$ cat src/rtl/load_hazard_scoreboard_pkg.sv
// Shared pipeline definitions: memory-op encodings and register specifier type.
package pipeline_pkg;

    localparam int REG_ADDR_W_DEFAULT = 3;

    typedef logic [REG_ADDR_W_DEFAULT-1:0] reg_addr_t;
    typedef logic [1:0]                    mem_op_t;

    localparam mem_op_t MEM_OP_NONE  = 2'b00;
    localparam mem_op_t MEM_OP_LOAD  = 2'b01;
    localparam mem_op_t MEM_OP_STORE = 2'b10;

    function automatic logic is_load(input mem_op_t op);
        return op == MEM_OP_LOAD;
    endfunction

endpackage

$ cat src/rtl/load_hazard_scoreboard_if.sv
// Handshake bundle between the pipeline control and the load-use hazard scoreboard.
interface load_hazard_scoreboard_if #(
    parameter int REG_ADDR_W = 3,
    parameter int NUM_REGS   = 8,
    parameter int CNT_W      = 16
);
    import pipeline_pkg::*;

    mem_op_t               id_ex_mem_op;
    logic [REG_ADDR_W-1:0] id_ex_rt;
    logic                  id_ex_valid;
    logic [REG_ADDR_W-1:0] if_id_rs;
    logic [REG_ADDR_W-1:0] if_id_rt;
    logic                  if_id_valid;
    logic                  flush;
    logic                  mem_stall;
    logic                  stall;
    logic [NUM_REGS-1:0]   pending;
    logic [CNT_W-1:0]      stall_cycles;

    modport master (
        output id_ex_mem_op, id_ex_rt, id_ex_valid,
        output if_id_rs, if_id_rt, if_id_valid,
        output flush, mem_stall,
        input  stall, pending, stall_cycles
    );

    modport slave (
        input  id_ex_mem_op, id_ex_rt, id_ex_valid,
        input  if_id_rs, if_id_rt, if_id_valid,
        input  flush, mem_stall,
        output stall, pending, stall_cycles
    );

endinterface

$ cat src/rtl/load_hazard_scoreboard_hazard_countdown.sv
// Per-register load countdown: reload on issue, decrement toward zero unless frozen.
module hazard_countdown #(
    parameter int W = 1
) (
    input  logic         clk,
    input  logic         reset,
    input  logic         load,
    input  logic         freeze,
    input  logic [W-1:0] reload_val,
    output logic         busy
);

    logic [W-1:0] cnt;

    // A new issue wins over the decrement of the same entry.
    always_ff @(posedge clk) begin
        if (reset) begin
            cnt <= '0;
        end else if (load) begin
            cnt <= reload_val;
        end else if (!freeze && cnt != '0) begin
            cnt <= cnt - W'(1);
        end
    end

    assign busy = cnt != '0;

endmodule

$ cat src/rtl/load_hazard_scoreboard.sv
// Load-use hazard controller with per-register countdowns, freeze/flush handling and a stall counter.
module load_hazard_scoreboard
    import pipeline_pkg::*;
#(
    parameter int REG_ADDR_W         = 3,
    parameter int NUM_REGS           = 8,
    parameter int LOAD_LAT           = 1,
    parameter bit ZERO_REG_HARDWIRED = 1'b0,
    parameter int CNT_W              = 16
) (
    input logic                     clk,
    input logic                     reset,
    load_hazard_scoreboard_if.slave hz
);

    localparam int            TW     = (LOAD_LAT < 1) ? 1 : $clog2(LOAD_LAT + 1);
    localparam logic [TW-1:0] RELOAD = TW'(LOAD_LAT - 1);

    logic                id_ex_load;
    logic                issue;
    logic [NUM_REGS-1:0] busy;
    logic                src_a_hit;
    logic                src_b_hit;
    logic [CNT_W-1:0]    stall_count;

    function automatic logic reg_hit(
        input logic [REG_ADDR_W-1:0] x,
        input logic [NUM_REGS-1:0]   busy_v,
        input logic                  ld,
        input logic [REG_ADDR_W-1:0] ld_rt
    );
        logic h;
        h = busy_v[x] || (ld && ld_rt == x);
        if (ZERO_REG_HARDWIRED && x == '0) begin
            h = 1'b0;
        end
        return h;
    endfunction

    // The ID/EX load is visible as a hazard even while frozen; only recording waits for !mem_stall.
    assign id_ex_load = hz.id_ex_valid && is_load(hz.id_ex_mem_op) && !hz.flush;
    assign issue      = id_ex_load && !hz.mem_stall;

    for (genvar r = 0; r < NUM_REGS; r++) begin : g_reg
        hazard_countdown #(
            .W(TW)
        ) u_cd (
            .clk       (clk),
            .reset     (reset),
            .load      (issue && hz.id_ex_rt == REG_ADDR_W'(r)),
            .freeze    (hz.mem_stall),
            .reload_val(RELOAD),
            .busy      (busy[r])
        );
    end

    always_comb begin
        src_a_hit = reg_hit(hz.if_id_rs, busy, id_ex_load, hz.id_ex_rt);
        src_b_hit = reg_hit(hz.if_id_rt, busy, id_ex_load, hz.id_ex_rt);
    end

    assign hz.stall = !reset && hz.if_id_valid && (src_a_hit || src_b_hit);

    // Frozen cycles are not attributed to the load-use hazard.
    always_ff @(posedge clk) begin
        if (reset) begin
            stall_count <= '0;
        end else if (hz.stall && !hz.mem_stall && stall_count != '1) begin
            stall_count <= stall_count + CNT_W'(1);
        end
    end

    assign hz.pending      = busy;
    assign hz.stall_cycles = stall_count;

endmodule

$ cat src/flat_wrapper.sv
// flat-port wrapper written by rule: the top's interface ports become plain ports
module load_hazard_scoreboard_flat import pipeline_pkg::*;
#(
    parameter int REG_ADDR_W         = 3,
    parameter int NUM_REGS           = 8,
    parameter int LOAD_LAT           = 1,
    parameter bit ZERO_REG_HARDWIRED = 1'b0,
    parameter int CNT_W              = 16
)
  (clk, reset, hz_id_ex_mem_op, hz_id_ex_rt, hz_id_ex_valid, hz_if_id_rs, hz_if_id_rt, hz_if_id_valid, hz_flush, hz_mem_stall, hz_stall, hz_pending, hz_stall_cycles);
  load_hazard_scoreboard_if #(.REG_ADDR_W(REG_ADDR_W), .NUM_REGS(NUM_REGS), .CNT_W(CNT_W)) hz_i ();
  input logic clk;
  input logic reset;
  input wire logic [$bits(hz_i.id_ex_mem_op)-1:0] hz_id_ex_mem_op;
  input wire logic [$bits(hz_i.id_ex_rt)-1:0] hz_id_ex_rt;
  input wire logic [$bits(hz_i.id_ex_valid)-1:0] hz_id_ex_valid;
  input wire logic [$bits(hz_i.if_id_rs)-1:0] hz_if_id_rs;
  input wire logic [$bits(hz_i.if_id_rt)-1:0] hz_if_id_rt;
  input wire logic [$bits(hz_i.if_id_valid)-1:0] hz_if_id_valid;
  input wire logic [$bits(hz_i.flush)-1:0] hz_flush;
  input wire logic [$bits(hz_i.mem_stall)-1:0] hz_mem_stall;
  output wire logic [$bits(hz_i.stall)-1:0] hz_stall;
  output wire logic [$bits(hz_i.pending)-1:0] hz_pending;
  output wire logic [$bits(hz_i.stall_cycles)-1:0] hz_stall_cycles;
  assign hz_i.id_ex_mem_op = hz_id_ex_mem_op;
  assign hz_i.id_ex_rt = hz_id_ex_rt;
  assign hz_i.id_ex_valid = hz_id_ex_valid;
  assign hz_i.if_id_rs = hz_if_id_rs;
  assign hz_i.if_id_rt = hz_if_id_rt;
  assign hz_i.if_id_valid = hz_if_id_valid;
  assign hz_i.flush = hz_flush;
  assign hz_i.mem_stall = hz_mem_stall;
  assign hz_stall = hz_i.stall;
  assign hz_pending = hz_i.pending;
  assign hz_stall_cycles = hz_i.stall_cycles;
  load_hazard_scoreboard #(.REG_ADDR_W(REG_ADDR_W), .NUM_REGS(NUM_REGS), .LOAD_LAT(LOAD_LAT), .ZERO_REG_HARDWIRED(ZERO_REG_HARDWIRED), .CNT_W(CNT_W)) u_core (.clk(clk), .reset(reset), .hz(hz_i));
endmodule
$ cat config.mk
export PLATFORM = sky130hd
export DESIGN_NAME = load_hazard_scoreboard_flat
export DESIGN_NICKNAME = d
export VERILOG_FILES = /design/src/rtl/load_hazard_scoreboard_pkg.sv /design/src/rtl/load_hazard_scoreboard_if.sv /design/src/rtl/load_hazard_scoreboard_hazard_countdown.sv /design/src/rtl/load_hazard_scoreboard.sv /design/src/flat_wrapper.sv
export SDC_FILE = /design/constraint.sdc
export NUM_CORES = 1
export LEC_CHECK = 0
export ABC_AREA = 1
export BUFFER_PORTS_ARGS = -buffer_cell sky130_fd_sc_hd__buf_2
export CAP_MARGIN = 20
export CELL_PAD_IN_SITES_DETAIL_PLACEMENT = 1
export CELL_PAD_IN_SITES_GLOBAL_PLACEMENT = 1
export CORE_ASPECT_RATIO = 2
export CORE_MARGIN = 1
export CORE_UTILIZATION = 35
export CTS_CLUSTER_DIAMETER = 30
export DETAILED_ROUTE_END_ITERATION = 12
export PLACE_DENSITY = 0.78
export SYNTH_ARGS = -nofsm -noshare
export SYNTH_HDL_FRONTEND = slang
export SYNTH_SLANG_ARGS = --single-unit
$ cat constraint.sdc
create_clock -name clk -period 1.7 [get_ports clk]
set_clock_uncertainty 0.05 [all_clocks]
set_input_delay 0.425 -clock clk [delete_from_list [all_inputs] [get_ports clk]]
set_output_delay 0.425 -clock clk [all_outputs]
set_load 0.005 [all_outputs]
# ---- Yosys cells after proc, flatten, opt, wreduce, memory -nomap -nowiden
# Cells that the tools add are included.
dict set report word_totals {
  regBits 24
  inputBits 17
  output_inout_bits 25
  wordCells 75
}
dict set report classes {
  addsub 9
  n_lt_le_gt_ge 2
  eq_ne 11
  mux 4
  n_reduce_logical 40
}
# cell count
set ops {}
lappend ops {{logical AND 1 bit} 25}
lappend ops {{adder 16 x 1 -> 16 bit (second input constant)} 1}
lappend ops {{!= test 16 bit (second input constant)} 1}
lappend ops {{OR reduction 2 bit} 8}
lappend ops {{== test 3 bit (second input constant)} 4}
lappend ops {{less-than comparator 3 x 4 -> 1 bit (second input constant)} 2}
lappend ops {{subtractor 1 bit (second input constant)} 8}
lappend ops {{binary-select mux 1 bit (select 3 bit)} 2}
lappend ops {{== test 3 x 2 -> 1 bit (second input constant)} 2}
lappend ops {{== test 3 bit} 2}
lappend ops {{== test 3 x 1 -> 1 bit (second input constant)} 1}
lappend ops {{zero test 1 bit} 3}
lappend ops {{zero test 3 bit} 1}
lappend ops {{logical OR 1 bit} 3}
lappend ops {{== test 2 x 1 -> 1 bit (second input constant)} 1}
lappend ops {{2-to-1 mux 1 bit} 2}

# ---- Longest topological paths before layout
dict set report depth {
  word_depth 9
  mapped_depth 12
  mapped_depth_nobuf 12
}

# ---- Modules after synthesis
# A second synthesis with hierarchy kept.
dict set report hier_totals {
  hier_cells 306
  hier_area_um2 1789.2
}
# mod n_inst cells_per_inst area_each_um2 seq_area_each_um2
set modules_own_cells {}
lappend modules_own_cells {load_hazard_scoreboard 1 250 1438.9 320.3}
lappend modules_own_cells {hazard_countdown 8 7 43.8 20.0}

# ---- Worst setup path after synthesis
# OpenSTA, ideal clock, no wires.
dict set report synth_timing {
  path_type {input to output}
  from {in hz_if_id_rt[0]}
  to {out hz_stall}
  t_arrival_ps 1073
  t_required_ps 1225
  path_slack_ps 152
  path_stages 7
  path_buffers 0
  path_cell_list {inv_2 -> nand2_1 -> nand3_1 -> nand3_1 -> nand2_1 -> nand3_4 -> and2_2}
}
dict set report synth_via {
  elab_chain_len 5
  elab_cells_between_ends 7
  classes_between {eq/ne (1); mux (2); reduce/logical (4)}
}
# item line_no
set synth_rtl {}
lappend synth_rtl {{start, declared} flat_wrapper.sv:18} ;# input wire logic [$bits(hz_i.if_id_rt)-1:0] hz_if_id_rt;
lappend synth_rtl {{binary-select mux 1 bit (select 3 bit) / == test 3 bit (equally long branches)} load_hazard_scoreboard.sv:33} ;# h = busy_v[x] || (ld && ld_rt == x);
lappend synth_rtl {{2-to-1 mux 1 bit (implied by the code) / logical AND 1 bit (equally long branches)} load_hazard_scoreboard.sv:33}
lappend synth_rtl {{logical OR 1 bit *} load_hazard_scoreboard.sv:33}
lappend synth_rtl {{logical OR 1 bit *} load_hazard_scoreboard.sv:62} ;# assign hz.stall = !reset && hz.if_id_valid && (src_a_hit || src_b_hit);
lappend synth_rtl {{logical AND 1 bit *} load_hazard_scoreboard.sv:62}
lappend synth_rtl {{end, declared} flat_wrapper.sv:22} ;# output wire logic [$bits(hz_i.stall)-1:0] hz_stall;
# Mark *: on every way between the ends. The rest lies on a longest branch, timed or not. The select of a mux whose other input is x is not followed.

# ---- Worst setup path after layout
# Same ends and word-level chain as after synthesis.

==> metrics.md <==
| Metric | Value |
|---|---|
| Post-synth top area share | `31.5%` |
| #FFs+latches synth | `24` |
| Placer congestion estimate | `0.814` |
| Initial DRC count | `15` |
| Worst-margin pin slew | `0.337 ns` |
| Via Count | `1,787` |
| Critical hold path startpoint | `reset` |
| Ys flop type | `dfxtp_1` |
| Area leader, netlist | `dfxtp_1` |
| Overall Global Routing Usage | `approximately a fifth` |
| Fillcell total | `593` |
| Share of cells above drive strength 1 | `43.5%` |
| Ys async rst share | `0%` |
| PnR worst setup slack | `-0.116 ns` |
| CP max FO | `6` |
| CTS tree | `yes` |
| Fin Setup TNS | `-0.116 ns` |
| Slowest cell on crit path | `clkbuf_4` |
| Yosys warnings | `0` |
| Most frequent CP cell | `nand2_2` |
| Crit-path cells | `clkbuf_4 > inv_4 > nand2_1 > nand2_2 > nand3_2 > nand2_2 > nand2_2 > nand3_4 > and2_4 > buf_6` |
| Max-slew headroom | `77.4%` |
| Initial antenna violation count | `0` |
| Period utilization | `107%` |
| Min Clock Period, post-route | `1.82 ns` |
| Post-synth top cells | `nand2_1, nor2_1, inv_1` |
| Most numerous cell in the Yosys netlist | `nand2_1` |
| Startpoint types | `input pin` |
| Count of cell types in the netlist | `23` |
| CP Capture Type | `output pin` |
| Clock root buffer master | `clkbuf_8` |
| Core Area | `4130 sq um` |
| Fmax | `551 MHz` |
| N_diodes | `0` |
| Initial Util | `a little under two fifths` |
| Worst EP arrival | `1.34 ns` |
| RSZ-0062 raised after global routing | `true` |
| Fin util | `52.0%` |
| Worst path max stage delay | `about 0.16 ns` |
| Final hold violations | `0` |
| Final std cells w/o fill | `365` |
| DIE HEIGHT | `95.4 um` |
| Die X | `48.7 um` |
| Synth Area per Inst | `about 6 sq um` |
| Mapped cell area | `approximately 1500 sq um` |
| Via-to-Cell Ratio | `4.90` |
| Post-DP HPWL | `3770 um` |
| Worst r2r path cells | `11` |
| Mapped Cells | `255` |
| Buffers on Ports | `41` |
| Largest net degree at the start of global routing | `14` |
| GRT Residual Overflow | `0` |
| FF-to-FF End | `u_core.hz.stall_cycles[12]` |
| Clk buf depth | `2` |
| Design Area, Final | `2150 sq um` |
| Routed Antenna Nets | `0` |
| Drt pass-1 iters | `4` |
| Row count | `33` |
| Req. time, crit path | `1.22 ns` |
| Area growth from synthesis to layout | `40.6%` |
| Final Max Slew Viols | `0` |
| H-tree Lvls | `1` |
| RR Startpoint | `u_core.g_reg[2].u_cd.busy` |
| Placed Area | `between 1500 and 2000 sq um` |
| Die ar. | `4650 sq um` |
| Clock buffer count from CTS | `3` |
| Setup violation total in the final timing report | `1` |
| Avg WL per Cell | `13.9 um` |
| Class of the most critical setup path | `input pin to output pin` |
| Pwr dens | `548 nW/um^2` |
| DP Worst Slack | `-0.145 ns` |
| Max_cap viols | `0` |
| Largest cells by area after synthesis | `dfxtp_1, nand2_1, nor2_1, inv_1, nand3_1` |
| Worst Hold Class | `input pin to flop` |
| Syn nets | `273` |
| Number of global-route vias before repair | `approximately 1,800` |
| Ports | `42` |
| CTS clk-pin slew, worst paths | `0.09 ns` |
| Final wirelength | `5070 um` |
| First-pass GRT wire length | `7480 um` |
| Leakage | `1.07 nW` |
| Sequential fraction of the synthesis area | `31.5%` |
| Setup slack, reg-to-reg | `around 0.070 ns` |
| EDFF count, synth | `0` |
| Worst VDD drop | `0.000481 V` |
| Clock Latency Late Sink | `0.27 ns` |
| CP Launch Point | `hz_if_id_rt[0]` |
| Residual DRC | `0` |
| Crit path to | `hz_stall` |
| Placed Cells | `357` |
| Clock Sinks | `24` |
| Failing checks | `setup timing` |
| Run status | `finished, violations left` |
| Nets | `roughly 330` |
| # hold bufs at CTS | `0` |
[routing by layer]
layer	up-vias	track usage (%)	wire, um
met3	12	1.75	94
li1	896	-	-
met4	0	10.8	170
met2	39	45.9	3110
met1	840	17.2	1690
met5	-	0	0
[flip-flops by register name (all words and copies together), names as in the netlist]
signal	count
u_core.g.u_cd.busy	8
u_core.hz.stall_cycles	16
[cells by family (layout without fill, tap and decap cells)]
family / count (synthesis) / in the layout / share of synthesized area [%]
buffers and inverters: 56 / 113 / 15.7
adders and majority gates: 1 / 1 / 0.820
DFF: 24 / 24 / 31.5
and+or+nand+nor: 162 / 163 / 47.1
AOI/OAI and AO/OA: 11 / 11 / 4.26
xor gates and xnor gates: 1 / 1 / 0.574
[cell usage in the layout, fill, tap and decap left out]
master / n
clkinv_1: 1
nand3_2: 13
nand4_1: 10
o21bai_1: 3
nand3_1: 9
nor2_1: 38
nor3_1: 1
nor2_4: 2
o21ai_1: 3
clkbuf_4: 2
buf_2: 37
buf_4: 22
o211ai_1: 1
inv_2: 10
inv_4: 4
or2_2: 1
dfxtp_2: 11
nand3_4: 2
nand2_1: 62
nor2_2: 7
clkbuf_8: 4
nand2_2: 15
xnor2_2: 1
o21ai_2: 1
o21ai_0: 2
ha_1: 1
inv_1: 32
buf_6: 1
and2_4: 1
dfxtp_1: 13
a21oi_1: 1
nand4_4: 2
[layout make-up]
type,instances,area (sq um),area share (%)
tap,52,65.1,3.03
multi-input combinational,176,968,45.1
timing repair buffer,62,377,17.6
sequential,24,494,23.0
inverter,47,186,8.69
clock buffer,4,55.1,2.57
[power by group]
group	switching, mW	leakage [nW]	internal, mW
Clock	0.192	0.0288	0.207
Combinational	0.123	0.841	0.0867
Sequential	0.00310	0.199	0.566
Total	0.318	1.07	0.859
[through the flow]
step	total power [mW]	hold WS (ns)
6_report	1.18	0.411
5_1_grt	1.23	0.421
4_1_cts	1.17	0.419
3_5_place_dp	0.758	0.445
3_3_place_gp	0.751	0.431
2_1_floorplan	0.667	0.400
[worst max-delay path, delay by kind of cell]
kind	cells	cell delay [ns]
buffers and inverters	3	0.32
and+or+nand+nor	7	0.58
[repair_timing]
item,CTS,global route
resized for setup,19,54
setup endpoints to repair,1,17
cloned,0,1
setup buffers,3,1
pin swaps,6,14
[worst min path at each step]
stage	depth (start not counted)	to	slack, ns
after floorplan	2	u_core.g_reg[0].u_cd.busy	0.40
after global placement	2	u_core.g_reg[7].u_cd.busy	0.43
final	3	u_core.hz.stall_cycles[14]	0.41
after CTS	2	u_core.g_reg[1].u_cd.busy	0.42
after detailed placement	2	u_core.g_reg[3].u_cd.busy	0.45
after global routing	3	u_core.hz.stall_cycles[14]	0.42
Note: power is estimated with default switching activity, not from simulation.
